--- config.mk ---
export PLATFORM = sky130hd
export DESIGN_NAME = ram_bist_master
export DESIGN_NICKNAME = d
export VERILOG_FILES = /design/src/rtl/bist_pkg.sv /design/src/rtl/bist_expect_pipe.sv /design/src/rtl/ram_bist_master.sv
export SDC_FILE = /design/constraint.sdc
export NUM_CORES = 1
export LEC_CHECK = 0
export CAP_MARGIN = 20
export CORE_MARGIN = 8
export CORE_UTILIZATION = 49
export CTS_BUF_LIST = sky130_fd_sc_hd__clkbuf_4 sky130_fd_sc_hd__clkbuf_8
export CTS_CLUSTER_SIZE = 24
export DETAILED_ROUTE_END_ITERATION = 8
export GPL_TIMING_DRIVEN = 0
export PLACE_DENSITY = 0.79
export SLEW_MARGIN = 20
export SYNTH_ARGS = -nofsm -noshare
export SYNTH_HDL_FRONTEND = slang
export SYNTH_SLANG_ARGS = --single-unit
--- constraint.sdc ---
create_clock -name clk -period 3 [get_ports clk]
set_input_delay 0.45 -clock clk [delete_from_list [all_inputs] [get_ports clk]]
set_output_delay 0.45 -clock clk [all_outputs]
set_load 0.05 [all_outputs]
--- src/rtl/bist_pkg.sv ---
// Shared types and I/O map constants for the RAM self-test master.
package bist_pkg;

  typedef enum logic [2:0] {
    IDLE,
    CLR,
    RD0,
    WRP,
    RDP,
    WRN,
    RDN,
    DRAIN
  } bist_state_e;

  localparam int unsigned MMIO_BTN_ADDR = 0;
  localparam int unsigned MMIO_HEX_ADDR = 1;

endpackage

--- src/rtl/bist_expect_pipe.sv ---
// Valid-tagged shift pipe carrying {addr, expect} alongside outstanding RAM loads.
module bist_expect_pipe #(
  parameter int unsigned ADDR_W = 12,
  parameter int unsigned DATA_W = 16,
  parameter int unsigned RD_LAT = 2
) (
  input  logic              clk,
  input  logic              res,
  input  logic              push,
  input  logic [ADDR_W-1:0] push_addr,
  input  logic [DATA_W-1:0] push_exp,
  output logic              tail_vld,
  output logic [ADDR_W-1:0] tail_addr,
  output logic [DATA_W-1:0] tail_exp,
  output logic              empty
);

  logic [RD_LAT-1:0] vld;
  logic [ADDR_W-1:0] addr_q [RD_LAT];
  logic [DATA_W-1:0] exp_q  [RD_LAT];

  always_ff @(posedge clk or negedge res) begin
    if (!res) begin
      vld <= '0;
      for (int unsigned i = 0; i < RD_LAT; i++) begin
        addr_q[i] <= '0;
        exp_q[i]  <= '0;
      end
    end else begin
      vld[0]    <= push;
      addr_q[0] <= push_addr;
      exp_q[0]  <= push_exp;
      for (int unsigned i = 1; i < RD_LAT; i++) begin
        vld[i]    <= vld[i-1];
        addr_q[i] <= addr_q[i-1];
        exp_q[i]  <= exp_q[i-1];
      end
    end
  end

  assign tail_vld  = vld[RD_LAT-1];
  assign tail_addr = addr_q[RD_LAT-1];
  assign tail_exp  = exp_q[RD_LAT-1];
  assign empty     = ~|vld;

endmodule

--- src/rtl/ram_bist_master.sv ---
// RAM self-test bus initiator: clear, check zero, write/read pattern, write/read inverse.
module ram_bist_master
  import bist_pkg::*;
#(
  parameter int unsigned       ADDR_W    = 12,
  parameter int unsigned       DATA_W    = 16,
  parameter int unsigned       BASE_ADDR = ((MMIO_BTN_ADDR > MMIO_HEX_ADDR) ? MMIO_BTN_ADDR : MMIO_HEX_ADDR) + 1,
  parameter int unsigned       DEPTH     = 62,
  parameter logic [DATA_W-1:0] SEED      = 16'hA5C3,
  parameter int unsigned       RD_LAT    = 2
) (
  input  logic              clk,
  input  logic              res,
  input  logic              start,
  output logic [ADDR_W-1:0] mem_addr,
  output logic              mem_sel,
  output logic              mem_ld,
  output logic [DATA_W-1:0] mem_wdata,
  input  logic [DATA_W-1:0] mem_rdata,
  output logic              mem_clr,
  output logic              busy,
  output logic              done,
  output logic              pass,
  output logic [7:0]        err_count,
  output logic [ADDR_W-1:0] first_err_addr
);

  localparam logic [ADDR_W-1:0] FIRST_A = ADDR_W'(BASE_ADDR);
  localparam logic [ADDR_W-1:0] LAST_A  = ADDR_W'(BASE_ADDR + DEPTH - 1);

  if ((64'(BASE_ADDR) + 64'(DEPTH)) > (64'd1 << ADDR_W)) begin : g_range_chk
    $error("ram_bist_master: BASE_ADDR+DEPTH exceeds the address space");
  end
  if (DEPTH == 0 || RD_LAT == 0) begin : g_size_chk
    $error("ram_bist_master: DEPTH and RD_LAT must be nonzero");
  end

  function automatic logic [DATA_W-1:0] pat(input logic [ADDR_W-1:0] addr);
    return DATA_W'(addr) ^ SEED;
  endfunction

  bist_state_e       state, state_n;
  logic [ADDR_W-1:0] a, a_n, addr_n;
  logic [DATA_W-1:0] wdata_n, push_exp;
  logic              sel_n, ld_n, clr_n, push, last_a;
  logic              tail_vld, pipe_empty;
  logic [ADDR_W-1:0] tail_addr;
  logic [DATA_W-1:0] tail_exp;

  assign last_a = (a == LAST_A);

  always_comb begin
    state_n  = state;
    a_n      = a;
    sel_n    = 1'b0;
    ld_n     = 1'b0;
    clr_n    = 1'b0;
    addr_n   = '0;
    wdata_n  = '0;
    push     = 1'b0;
    push_exp = '0;
    case (state)
      IDLE:  if (start) state_n = CLR;
      CLR: begin
        clr_n   = 1'b1;
        a_n     = FIRST_A;
        state_n = RD0;
      end
      RD0, WRP, RDP, WRN, RDN: begin
        sel_n  = 1'b1;
        addr_n = a;
        a_n    = last_a ? FIRST_A : a + 1'b1;
        case (state)
          RD0: begin ld_n = 1'b1; push = 1'b1; push_exp = '0;      end
          WRP: wdata_n = pat(a);
          RDP: begin ld_n = 1'b1; push = 1'b1; push_exp = pat(a);  end
          WRN: wdata_n = ~pat(a);
          default: begin ld_n = 1'b1; push = 1'b1; push_exp = ~pat(a); end
        endcase
        if (last_a) begin
          case (state)
            RD0:     state_n = WRP;
            WRP:     state_n = RDP;
            RDP:     state_n = WRN;
            WRN:     state_n = RDN;
            default: state_n = DRAIN;
          endcase
        end
      end
      DRAIN: if (pipe_empty) state_n = IDLE;
      default: state_n = IDLE;
    endcase
  end

  // Bus pins are registered copies of the combinational request, so the expect
  // pipe entry and the load it tracks leave on the same edge.
  always_ff @(posedge clk or negedge res) begin
    if (!res) begin
      state     <= IDLE;
      a         <= '0;
      mem_addr  <= '0;
      mem_sel   <= 1'b0;
      mem_ld    <= 1'b0;
      mem_wdata <= '0;
      mem_clr   <= 1'b0;
    end else begin
      state     <= state_n;
      a         <= a_n;
      mem_addr  <= addr_n;
      mem_sel   <= sel_n;
      mem_ld    <= ld_n;
      mem_wdata <= wdata_n;
      mem_clr   <= clr_n;
    end
  end

  always_ff @(posedge clk or negedge res) begin
    if (!res) begin
      busy           <= 1'b0;
      done           <= 1'b0;
      pass           <= 1'b0;
      err_count      <= '0;
      first_err_addr <= '0;
    end else if (state == IDLE && start) begin
      busy           <= 1'b1;
      done           <= 1'b0;
      pass           <= 1'b0;
      err_count      <= '0;
      first_err_addr <= '0;
    end else begin
      if (tail_vld && (mem_rdata != tail_exp)) begin
        if (err_count != '1) err_count <= err_count + 8'd1;
        if (err_count == '0) first_err_addr <= tail_addr;
      end
      if (state == DRAIN && pipe_empty) begin
        busy <= 1'b0;
        done <= 1'b1;
        pass <= (err_count == '0);
      end
    end
  end

  bist_expect_pipe #(
    .ADDR_W (ADDR_W),
    .DATA_W (DATA_W),
    .RD_LAT (RD_LAT)
  ) u_pipe (
    .clk       (clk),
    .res       (res),
    .push      (push),
    .push_addr (a),
    .push_exp  (push_exp),
    .tail_vld  (tail_vld),
    .tail_addr (tail_addr),
    .tail_exp  (tail_exp),
    .empty     (pipe_empty)
  );

endmodule

After elaboration in Yosys (flattened, before gate mapping)
Cells that the tools add are included.
{ "totals": {"inputBits": 19, "ff_bits": 127, "output_inout_bits": 54} }
{ "classes": {"bitwise": 2, "n_mux": 28, "reduce_logical": 18, "eq_ne": 13, "addsub": 2} }
{ "op_table": {"columns": ["cell", "count"], "rows": [
  ["$pmux W16 S2", 2],
  ["$mux W12", 5],
  ["$mux W16", 2],
  ["$mux W8", 3],
  ["$pmux W12 S2", 1],
  ["$pmux W3 S4", 2],
  ["$ne A16 B16 Y1", 1],
  ["$not A16 Y16", 1],
  ["$add A12 B1 Y12 const B", 1],
  ["$eq A12 B6 Y1 const B", 1],
  ["$eq A3 B3 Y1 const B", 4],
  ["$mux W1", 10],
  ["$reduce_bool A2 Y1", 5],
  ["$mux W3", 3],
  ["$add A8 B1 Y8 const B", 1],
  ["$logic_not A8 Y1", 1],
  ["$ne A8 B8 Y1 const B", 1],
  ["$not A6 Y8", 1],
  ["$eq A3 B2 Y1 const B", 2],
  ["$ne A2 B2 Y1 const B", 3],
  ["$reduce_or A5 Y1", 1],
  ["$reduce_and A2 Y1", 2],
  ["$reduce_or A2 Y1", 2],
  ["$eq A3 B1 Y1 const B", 1],
  ["5 further kinds", 7]
]} }

Longest topological paths before layout
Gate-level depths: netlist (run 1).
{ "logic_depth": {"depth_word": 5, "depth_mapped": 8, "ltp_nobuf": 8} }

By module
Synthesis (run 1) repeated with hierarchy kept, for this count alone.
{ "unflattened": {"hier_cells": 439, "hier_area_um2": 5056.1} }
{ "by_module_without_submodules": {"columns": ["mod", "area_each_um2", "instances", "cells_per_inst", "seq_area_each_um2"], "rows": [
  ["ram_bist_master", 3390.8, 1, 352, 1676.6],
  ["bist_expect_pipe", 1665.3, 1, 87, 1451.4]
]} }

Least setup slack after synthesis (run 1)
Ideal clock, no wire load.
{ "synth_timing": {"path_type": "register to register", "start": "register state[1]", "end": "register state[1]", "path_buffers": 0, "setup_time_ps": 125, "stages_incl_launch_ff": 8, "period_less_slack_ps": 2058, "setup_slack_ps": 942, "arrival_ps": 1933, "cell_sequence": "dfrtp_1 -> inv_1 -> ha_1 -> or2_4 -> a211oi_4 -> a21oi_4 -> a211oi_4 -> mux2_4"} }
{ "synth_between": {"elab_chain_len": 4, "word_cells_on_any_way": 16, "cone_classes": "eq/ne (10); mux (3); reduce/logical (3)"} }
{ "synth_rtl": {"columns": ["item", "line", "source"], "rows": [
  ["start, declared", "ram_bist_master.sv:42", "bist_state_e state, state_n;"],
  ["start signal, assigned", "ram_bist_master.sv:107", "state <= state_n;"],
  ["$eq A3 B3 Y1, or another cell as far along", "ram_bist_master.sv:62, ram_bist_master.sv:81", null],
  ["$pmux W3 S4 or $reduce_or A5 Y1 (tied branches)", "ram_bist_master.sv:81, ram_bist_master.sv:62", null],
  ["$mux W3 or $ne A2 B2 Y1 (tied branches)", null, null],
  ["$pmux W3 S4 or $reduce_and A3 Y1 (tied branches)", null, null]
]} }
Parallel ways exist; a longest one is shown, timed or not. The select of a mux whose other input is x is not followed.
A chain may end at the register's enable or synchronous reset.

Final worst setup path (run 1)
Same ends and word-level chain as after synthesis.

==> results.md, run 1 <==
- The final-report setup violation count is 0.
- The run finished with clean final reports.
- The H-tree was split into 4 levels.
- The met3 layer wire length in the routed design is 1.145 mm.
- The maximum operating frequency is 425.7 MHz.
- The length of the first detailed-routing pass in iterations is 4.
- In the finished design, the share of the clock period the worst path needs comes to 78.30%.
- The boundary pin count is 73.
- Traced cell by cell, the critical path runs through inv_1 > ha_1 > or2_4 > a211oi_4 > a21oi_4 > a211oi_4 > mux2_4.
- After detailed routing, the number of remaining DRC violations is 0.
- In the final layout, the multi-input gates occupy about 0.0016 mm^2.
- In this run the power density over the cells is 573.0 mW/mm^2.
- Input and output buffers added on the ports amount to 72.
- The synthesized net count is 437.
- The worst supply voltage drop on vdd is roughly 0.34 mV.
- Leaving out fill and tap cells, the most frequent cells in the layout are 120 x dfrtp_1, 71 x clkdlybuf4s50_1, 36 x nand2_1.
- Setup repair after global routing left no endpoint under its margin.
- After detailed routing, the average wire length per cell comes to between 15 and 20 um.
- The initial antenna violation count is 0.
- Once the clock tree was built, the setup fixing pass inserted 0 buffers.
- For this run, the total global-route usage over all layers was measured as 17.43%.
- The final core area utilization is between 60% and 70%.
- Once detail routing completed, the nets flagged for antenna violations numbered 0.
- Detailed routing placed a total of roughly 5.1 mm of wire on met2.
- The width of the die is 114.5 um.
- The repair_antennas step left the layout with diodes totalling 0.
- In this run the worst path has a maximum fanout of 10.
- The half-perimeter wire length of the detailed placement result is between 7 and 8 mm.
- The sequential cell area is between 0.003 and 0.004 mm^2.
- The sequential share of the synthesized area is a little over three fifths.
- Averaged over all synthesized cells, the footprint is 11.56 um^2.
- Row generation in the floorplan step produced 36 rows.
- For this block, the initial DRC count from the detailed router was between 200 and 300.
- The Yosys step of the flow raised 0 warnings.
- The via count of the first global-routing pass is ~3600.
- The commonest non-fill, non-tap cell in the layout is dfrtp_1.
- The actual slew at the worst max-slew pin is approximately 0.8 ns.
- The latest clock arrival within the worst-skew pair is 0.42 ns.
- On the final layout, the worst hold slack is 0.3435 ns.
- After synthesis the netlist holds a flip-flop and latch count of 120.
- The root buffer cell chosen for the clock tree is clkbuf_8.
- The number of distinct library cell variants in the gate-level netlist after synthesis is 54.
- STA puts the critical path data required time at ~3.3 ns.
- The final count of pins violating max slew came to 0.
- The arrival time of the worst setup path is 2.65 ns.
- The core region is 0.009594 mm^2.
- The height of the die is 114.5 um.
- The maximum number of pins on one net before global-route repair is between 60 and 70.
- The first global-routing pass estimated between 15 and 20 mm of wire.
- The slowest library cell on the worst path is a211oi_4.
- At the end of routability-driven placement, the weighted congestion stood at slightly below 0.9.
- The standby leakage power is between 2 and 3 nW.
- After detailed routing, no signal wire sits above met4.
- The number of sinks handled by clock tree synthesis is 120.
- The die covers 0.01310 mm^2.
- The remaining global-route overflow is 0.
- For this configuration, the core starts out at a cell density of between 40% and 50%.
- The worst slew margin relative to its limit is between 40% and 50%.
- TritonCTS built the clock tree.
- After filler insertion, the fill cell instance count of the layout stands at between 700 and 800.
- The clock period minus final worst setup slack is 2.349 ns.
- The number of nets at the end of the flow is between 500 and 600.
- The path type of the worst min-delay path is reg -> reg.
- The buffer depth of the longest clock path is 2.
- The combined area of all synthesized cells is around 0.0047 mm^2.
- The synthesized instance count is approximately 400.
- The number of hold violations in the final report is 0.
- The number of buffers and inverters on the critical path is 1.
- The max capacitance violation total is 0.
- The nature of the critical path startpoint is a register.
- The cell that appears most often on the critical path is a211oi_4.
- On the final layout, the worst clock skew is ~0.0094 ns.
- After clock tree synthesis, the clock-pin slew on the worst setup and hold paths is about 0.070 ns.
- After detailed routing, the total wire length is ~11 mm.
- After detailed routing, the wire length on met1 is roughly 4.4 mm.
- Among cell families on the critical path, the largest total delay comes from compound AO/OA/AOI/OAI gates.
- The number of CTS-inserted buffers is 17.
- The fraction of final layout cells sized beyond drive strength 1 is between 10% and 20%.
- The largest incremental delay on the critical path is between 0.4 and 0.5 ns.
- The via density per instance is 5.258.
- The final route contains between 3000 and 4000 vias.
- The worst setup path is of the reg -> reg kind.
- The synthesis-to-finish area growth is 27.00%.
- The worst setup path is captured at a register.
## registers in the layout, indices dropped and copies added (netlist names)
register / cells
u_pipe.addr_q: 12
mem_clr: 1
mem_wdata: 14
pass: 1
mem_addr: 12
u_pipe.exp_q: 14
u_pipe.vld: 2
busy: 1
a: 12
done: 1
mem_sel: 1
err_count: 8
first_err_addr: 12
u_pipe.tail_exp: 14
u_pipe.tail_addr: 12
state: 3
## synthesized netlist by cell type (all sizes together)
cell type	n	area share, %
or4	3	0.47
nor3	9	1.1
and2	14	1.8
a31oi	6	0.79
a211oi	3	1.0
a41oi	3	0.55
nand4b	1	0.18
and3	3	0.40
nand3	20	2.1
a22o	1	0.18
nand4	5	0.66
inv	13	1.0
ha	7	1.8
o311ai	1	0.18
nand2b	4	0.68
nor2b	7	0.92
o41a	1	0.24
o22ai	1	0.13
a21o	1	0.16
nor2	20	1.6
a311oi	1	0.18
or2b	2	0.32
o211ai	2	0.32
a21oi	24	2.8
clkinv	1	0.079
buf	17	1.9
nand2	36	2.8
o41ai	4	0.90
clkbuf	12	0.95
a41o	1	0.21
nor4	1	0.13
nor4b	1	0.18
xnor2	12	2.2
mux2i	8	1.7
a32oi	1	0.18
or3	1	0.13
dfrtp	120	63
a2111oi	1	0.58
o21ai	36	3.8
or2	2	0.32
o31ai	3	0.47
mux2	2	0.55
## power by group
group          total, mW  leakage (nW)  internal (mW)  switching [mW]
Combinational      0.461         0.933          0.160           0.301
Sequential          1.73          1.57           1.67          0.0568
Clock               1.27         0.167          0.617           0.652
Total               3.46          2.67           2.45            1.01
## worst paths after layout
kind | slack (ns) | cells after the start | endpoint | startpoint
worst min register to register | 0.34 | 0 | u_pipe.tail_exp[7] | u_pipe.exp_q[23]
worst min-delay path | 0.34 | 0 | u_pipe.tail_exp[7] | u_pipe.exp_q[23]
worst max register to register | 0.65 | 7 | state[1] | state[1]
max in group asynchronous | 1.79 | 3 | first_err_addr[11] | res
min in group asynchronous | 0.53 | 2 | mem_addr[4] | res
worst max-delay path | 0.65 | 7 | state[1] | state[1]
## layer usage
layer | vias to the layer above | track usage [%]
met3 | 11 | 8.281
met1 | 1667 | 20.72
met2 | 137 | 26.93
met4 | 0 | 6.389
li1 | 1603 | -
met5 | - | 0
## cell type report
class / count / area share [%]
repair buffers: 74 / 12.59
multi-input cells: 248 / 25.85
plain buffers: 29 / 2.240
inverters: 14 / 0.8712
well taps: 133 / 2.759
clock inverters: 13 / 1.576
clock buffers: 19 / 4.335
flip-flops and latches: 120 / 49.78
## what timing repair did
item | 4_1_cts | 5_1_grt
endpoints found under the hold margin | 52 | 0
hold buffers | 1 | 0
resized for setup | 0 | 0
## kinds of logic (layout without fill, tap and decap cells)
family | after synthesis | in the layout | synth area share [%]
AND/OR/NAND/NOR | 129 | 129 | 13.88
flip-flops | 120 | 120 | 63.22
buffers and inverters | 43 | 149 | 3.951
XOR/XNOR | 12 | 12 | 2.213
multiplexers | 10 | 10 | 2.239
AO/OA/AOI/OAI | 90 | 90 | 12.65
adder cells (fa/ha/maj) | 7 | 7 | 1.844
## through the flow
| stage | TNS (ns) | cells | cell area, um^2 | setup WS, ns | power, mW |
|---|---|---|---|---|---|
| after floorplan | 0 | 411 | 4750 | 0.9425 | 2.017 |
| after global placement | -335.40 | 616 | 5637 | -2.802 | 2.202 |
| after detailed placement | 0 | 617 | 5665 | 0.4424 | 2.218 |
| after CTS | 0 | 650 | 6032 | 0.6533 | 3.492 |
| after global routing | 0 | 650 | 6032 | 0.5867 | 3.586 |
| final | 0 | 650 | 6032 | 0.6511 | 3.457 |
## worst register-to-register path, stage by stage (launching register included)
cell and delay, ns:
dfrtp_1 0.40, inv_1 0.09, ha_1 0.28, or2_4 0.30, a211oi_4 0.43, a21oi_4 0.13
a211oi_4 0.28, mux2_4 0.33
Note: power is estimated with default switching activity, not from simulation.
==> run 2: changes to the inputs <==
--- a/config.mk
+++ b/config.mk
@@ -12,7 +12,7 @@
 export CTS_CLUSTER_SIZE = 24
 export DETAILED_ROUTE_END_ITERATION = 8
 export GPL_TIMING_DRIVEN = 0
-export PLACE_DENSITY = 0.79
+export PLACE_DENSITY = 0.82
 export SLEW_MARGIN = 20
 export SYNTH_ARGS = -nofsm -noshare
 export SYNTH_HDL_FRONTEND = slang
==> constraint.sdc (replaced) <==
create_clock -name clk -period 2.1 [get_ports clk]
set_input_delay 0.315 -clock clk [delete_from_list [all_inputs] [get_ports clk]]
set_output_delay 0.315 -clock clk [all_outputs]
set_load 0.05 [all_outputs]
==> run 2 against run 1 <==
  * Wire length is 2.6% higher
  * Final cell count is 0.77% higher
  * Total power is 52% higher
  * Die area stayed put
  * Via count is 4.1% higher
  * Design area is 2.4% higher
  * Clock power is 67% higher
  * Sequential share of layout area is 1.2 points lower
  * Flip-flop and latch count stayed put
  * Critical path depth is 6 lower
  * Largest cell class unchanged
  * Largest power group unchanged
==> results.md, run 2 (synthesis results as in run 1) <==
- The standby leakage power is between 2 and 3 nW.
- The path type of the worst min-delay path is in -> async.
- The total power is 5.261 mW.
- For this block, the initial DRC count from the detailed router was 340.
- The maximum operating frequency is roughly 480 MHz.
- Setup violations remaining at the end of the flow were counted as 0.
- The number of CTS-inserted buffers is 17.
- The buffer depth of the longest clock path is 2.
- The latest clock arrival within the worst-skew pair is 0.43 ns.
- The via density per instance is around 5.4.
- STA puts the critical path data arrival time at approximately 1.8 ns.
- The starting density of the core is approximately 50%.
- After detailed routing, the average wire length per cell comes to 16.99 um.
- The floorplan step set the die height to 114.5 um.
- The number of H-tree branching levels is 4.
- The half-perimeter wire length of the detailed placement result is around 7.4 mm.
- In this run the power density over the cells is roughly 850 mW/mm^2.
- The placed instances occupy a cell area of between 0.005 and 0.006 mm^2.
- The core region is roughly 0.0096 mm^2.
- The sort of element at the end of the critical path is a primary output.
- The clock period minus final worst setup slack is roughly 2.1 ns.
- The maximum number of pins on one net before global-route repair is slightly below 90.
- The floorplan step defined a die boundary enclosing 0.01310 mm^2.
- The worst path buffer plus inverter count is 1.
- The critical path data required time is roughly 1.8 ns.
- The cell chosen for the clock root is clkbuf_8.
- TritonCTS built the clock tree.
- Across every metal layer, demand over resource in global routing totals around 18%.
- Along the worst path, the maximum fanout reaches 6.
- The worst setup path is launched from a register.
- The number of nets at the end of the flow is approximately 540.
- The boundary pin count is 73.
- Summing all non-filler instances in the final layout gives an area of a little over 0.006 mm^2.
- The number of hold violations in the final report came to 0.
- The worst supply voltage drop on vdd is about 0.60 mV.
- The max capacitance violation total is 0.
- The library cell used most frequently in the layout, excluding fill and tap cells, is dfrtp_1.
- From left edge to right edge, the die measures between 100 and 150 um.
- For this block, the routed nets add up to 11.13 mm of wire.
- The remaining antenna violation count after routing is 0.
- The run finished with clean final reports.
- Relative to the synthesized area, the layout overhead comes to 30.08%.
- The path type of the worst setup path is reg -> out.
- The first-pass GRT wire length is 17.62 mm.
- At the pin with the least slew margin, the transition time is 0.6896 ns.
- The detailed-route via count is ~3600.
- The clock-pin slew of the registers on the worst-case setup and hold paths is around 0.080 ns.
- The via count of the first global-routing pass is 3529.
- The remaining global-route overflow is 0.
- The number of standard cells in the final layout excluding fillers is about 660.
- Across the routed clock network, the largest skew measured is 0.01406 ns.
- The slowest stage of the critical path belongs to the cell clkdlybuf4s50_1.
- The congestion estimate from routability-driven global placement came to 0.9147.
- For this run, design rule violations remaining after detail routing come to 0.
- The worst slew margin relative to its limit is between 50% and 60%.
- The number of buffers inserted by port buffering is 72.
- The first detailed-routing pass took 5 iterations.
- Traced cell by cell, the critical path runs through clkdlybuf4s50_1.
- The count of standard-cell rows is 36.
- Among cell families on the critical path, the largest total delay comes from buffers and inverters.
- Leaving out fill and tap cells, the most frequent cells in the layout are 119 x dfrtp_1, 69 x clkdlybuf4s50_1, 36 x nand2_1.
- The portion of the clock cycle consumed by the worst path in the final layout is a little over nine tenths.
- The final count of pins violating max slew came to 0.
- The initial antenna violation count is 0.
- Clock tree synthesis found a total of 120 sinks.
- The fraction of final layout cells sized beyond drive strength 1 is between 10 and 15%.
- The count of placed standard cells including taps is slightly above 600.
- The largest single stage delay on the critical path is about 0.85 ns.
- The final antenna diode count is 0.
[run 2: changes by cell type in the layout (fill, tap and decap cells not counted), sizes merged, moves of 2 or more]
cell / change
buf: +5
bufinv: +3
clkbuf: +2
clkdlybuf4s50: -2
clkinvlp: -3
dlymetal6s2s: +2
[run 2: routing by layer]
metal	vias to the layer above	wire (um)	track usage, %
li1	1617	-	-
met1	1733	4456	20.12
met2	177	5241	27.95
met3	30	1165	7.384
met4	0	262	8.075
met5	-	0	0
[run 2: area by class of cell]
type,instances,area (um^2)
repair buffers,81,817.0
clock inverters,11,148.9
clock buffers,19,255.2
inverters,14,52.55
multi-input cells,248,1595
flip-flops and latches,120,3004
fillers,742,3416
plain buffers,29,138.9
well taps,133,166.4
[run 2: through the flow]
stage / setup TNS (ns) / setup slack (ns) / util (%) / hold WS [ns]
global route: -0.01514 / -0.009704 / 64.40 / 0.3414
floorplan: 0 / 0.04250 / - / 0.01941
global placement: -431.21 / -3.570 / 58.75 / 0.3338
detailed placement: -6.493 / -0.3074 / 59.05 / 0.2212
finish: 0 / 0.02306 / 64.40 / 0.3258
CTS: 0 / 0.005740 / 63.86 / 0.3360
[run 2: path summary, 6_finish.rpt]
check                                       from                  to  slack, ns  cells after the start
worst max-delay path                err_count[3]        err_count[3]       0.02                      1
worst min-delay path                         res        err_count[3]       0.33                      2
worst max register to register          state[0]         mem_addr[9]       0.09                      7
worst min register to register  u_pipe.exp_q[25]  u_pipe.tail_exp[9]       0.34                      0
max in group asynchronous                    res                a[1]       1.06                      3
min in group clk                u_pipe.exp_q[25]  u_pipe.tail_exp[9]       0.34                      0
[run 2: timing repair]
action,4_1_cts,5_1_grt
cloned,0,0
gates resized for setup,3,11
pin swaps,2,3
setup buffers,5,2
hold buffers,1,0
endpoints found under the hold margin,33,0
endpoints found under the setup margin,21,34
[run 2: power breakdown]
| part | total [mW] | internal, mW | switching [mW] |
|---|---|---|---|
| Sequential | 2.47 | 2.39 | 0.0874 |
| Clock | 2.12 | 1.21 | 0.915 |
| Combinational | 0.664 | 0.229 | 0.435 |
| Total | 5.26 | 3.82 | 1.44 |
==> run 3: changes to the inputs <==
--- a/config.mk
+++ b/config.mk
@@ -11,7 +11,6 @@
 export CTS_BUF_LIST = sky130_fd_sc_hd__clkbuf_4 sky130_fd_sc_hd__clkbuf_8
 export CTS_CLUSTER_SIZE = 24
 export DETAILED_ROUTE_END_ITERATION = 8
-export GPL_TIMING_DRIVEN = 0
 export PLACE_DENSITY = 0.82
 export SLEW_MARGIN = 20
 export SYNTH_ARGS = -nofsm -noshare
==> run 3 against run 2 <==
  * Register-to-register slack is essentially flat
  * Worst setup slack improved by 0.031 ns
  * Non-clock buffer count down 9
  * Wire length decreased by 1.3%
  * Clock power fell by 8%
  * Fmax is 1.5% higher
  * Core utilization decreased by 0.40 points
  * Critical endpoint is now err_count[7]
  * Sequential power about the same
  * Critical path depth unchanged
  * Clock skew decreased by 0.0048 ns
==> results.md, run 3 (synthesis results as in run 1) <==
- Cells with a size suffix above 1 make up 14.56% of the layout.
- The run finished with clean final reports.
- The worst path uses a little over nine tenths of the clock period.
- The path type of the worst setup path is reg -> out.
- STA classifies the critical path endpoint as a primary output.
- The critical path goes through clkdlybuf4s50_1.
- The number of H-tree branching levels is 4.
- The largest individual stage delay along the critical path comes from the cell clkdlybuf4s50_1.
- The total cell area at the placement stage is about 0.0057 mm^2.
- Buffers inserted during clock tree synthesis total 17.
- The core area is around 0.0096 mm^2.
- The setup check on the worst reg-to-reg path leaves a slack of roughly 0.08 ns.
- In the layout the commonest cells are 120 x dfrtp_1, 67 x clkdlybuf4s50_1, 36 x nand2_1.
- The first detailed-routing pass took 4 iterations.
- The critical path data required time is about 1.8 ns.
- Row generation in the floorplan step produced 36 rows.
- The count of buffers added on input and output ports is 72.
- The final-report setup violation count is 0.
- After layout, the worst setup slack is ~0.054 ns.
- Dividing the detail-routed wire length by the instance count gives between 15 and 20 um.
- The cell chosen for the clock root is clkbuf_8.
- Net switching is 31.31% of the power.
- The half-perimeter wire length of the detailed placement result is between 7 and 8 mm.
- Clock-pin slew was measured on the worst setup and hold paths at roughly 0.08 ns.
- The clock period minus final worst setup slack is 2.046 ns.
- Headroom to the max-slew limit came out at between 50% and 60%.
- The DRC violations left is 0.
- The initial utilization of the core area, before any placement, comes to 49.50%.
- The buffer depth of the longest clock path is 2.
- Global routing finished with a remaining overflow of 0.
- The initial antenna violation count is 0.
- The power per standard cell area is 828.7 mW/mm^2.
- Combinational cells account for a little over an eighth of the total power.
- The worst hold slack across all endpoints is between 0.3 and 0.4 ns.
- The clock tree from TritonCTS is built.
- The clock network burns between 30% and 40% of the power.
- The family with the most delay on the worst path is buffers and inverters.
- Adding up every negative setup slack in the final design gives 0 ns.
- The maximum number of pins on one net before global-route repair is 52.
- In this run the remaining antenna-violating nets after routing total 0.
- The worst supply voltage drop on vdd is between 0.5 and 0.6 mV.
- The number of hold violations in the final report is 0.
- The commonest non-fill, non-tap cell in the layout is dfrtp_1.
- In the routed layout, each cell is associated on average with a via count of roughly 5.3.
- The internal portion of the total power is ~3.5 mW.
- The first global-routing pass estimated roughly 18 mm of wire.
- The count of cells in the finished layout, fillers not included, comes to ~650.
- The final antenna diode count is 0.
- Total power for the finished layout comes to between 5 and 6 mW.
- The count of placed standard cells including taps is 615.
- The path type of the worst min-delay path is reg -> reg.
- The max capacitance violation total is 0.
- With fillers left out, the area of the finished cells amounts to between 0.006 and 0.007 mm^2.
- Fill cells in the final layout number ~740.
- In this run the count of I/O pins placed on the die edge is 73.
- The die covers 0.01310 mm^2.
- The number of sinks handled by clock tree synthesis is between 100 and 150.
- The standby leakage power is between 2 and 3 nW.
- The via count of the first global-routing pass came to ~3600.
- The worst slack after detailed placement is -0.07788 ns.
- Between clock sinks in the finished design, the worst skew comes to 0.009270 ns.
- For this run, the slowest stage of the critical path takes approximately 0.85 ns.
- The height of the die is around 110 um.
- Summed over all nets, the switching power comes to ~1.6 mW.
- The placer congestion estimate is between 0.9 and 1.
- At the pin with the least slew margin, the transition time is 0.6221 ns.
- The first routing iteration left between 200 and 250 violations.
- Of all nets on the critical path, the largest fanout is 6.
- Setup repair after global routing could not meet its margin everywhere.
- The final routed wirelength across all metal layers is between 10 and 15 mm.
- Global routing used around 18% of the available tracks.
- The number of buffers and inverters on the critical path is 1.
- Detailed routing inserted a total of between 3000 and 4000 vias.
- The width of the die is 114.5 um.
- The synthesis-to-finish area growth is 29.27%.
- In this run, flip-flops and latches consume roughly half of the power.
- The number of nets at the end of the flow is between 500 and 600.
- The final core area utilization is 63.99%.
- The nature of the critical path startpoint is a register.
- The latest clock arrival within the worst-skew pair is ~0.43 ns.
- The final count of pins violating max slew is 0.
- The maximum operating frequency is ~490 MHz.
- For the worst setup path, the data arrival time is between 1.5 and 2 ns.
[run 3: cell count changes in the layout (fill, tap and decap cells not counted), moves of 3 or more]
cell / previous run / this run
buf_2: 12 / 0
buf_4: 10 / 27
bufinv_16: 3 / 0
clkbuf_1: 11 / 0
clkbuf_2: 3 / 0
inv_6: 2 / 5
inv_8: 0 / 4
[run 3: timing repair]
action | in CTS | in global routing
hold buffers | 1 | 0
buffers inserted | 0 | 0
setup endpoints to repair | 1 | 17
hold endpoints to repair | 35 | 0
pin swaps | 0 | 1
resized for setup | 1 | 4
[run 3: routing by layer]
metal	vias to the layer above	wire length [um]	track usage [%]	part of all wire, %
met2	146	5281	28.50	48
met5	-	0	0	0
met4	0	182	8.518	1.7
met3	22	1083	7.753	9.9
met1	1649	4435	20.56	40
li1	1598	-	-	-
[run 3: power groups by stage]
stage | Clock [mW] | Sequential (mW) | Combinational [mW]
6_report | 1.96 | 2.46 | 0.660
2_1_floorplan | 0 | 2.76 | 0.121
5_1_grt | 2.12 | 2.47 | 0.709
3_5_place_dp | 0 | 2.51 | 0.668
4_1_cts | 2.02 | 2.46 | 0.668
3_3_place_gp | 0 | 2.50 | 0.653
[run 3: final timing paths]
check	from	to	cells past startpoint
hold reg to reg	u_pipe.exp_q[20]	u_pipe.tail_exp[4]	0
max in group asynchronous	res	first_err_addr[11]	3
hold / removal	u_pipe.exp_q[20]	u_pipe.tail_exp[4]	0
min in group asynchronous	res	busy	2
setup / recovery	err_count[7]	err_count[7]	1
setup reg to reg	state[1]	state[1]	7
[run 3: layout make-up]
class	count	area (um^2)	share of cell area (%)
tap	133	166.4	2.710
sequential	120	3003	48.91
clock buffer	17	234.0	3.811
clock inverter	15	153.9	2.507
multi-input combinational	248	1560	25.41
timing repair buffer	101	969.7	15.79
inverter	14	52.55	0.8559
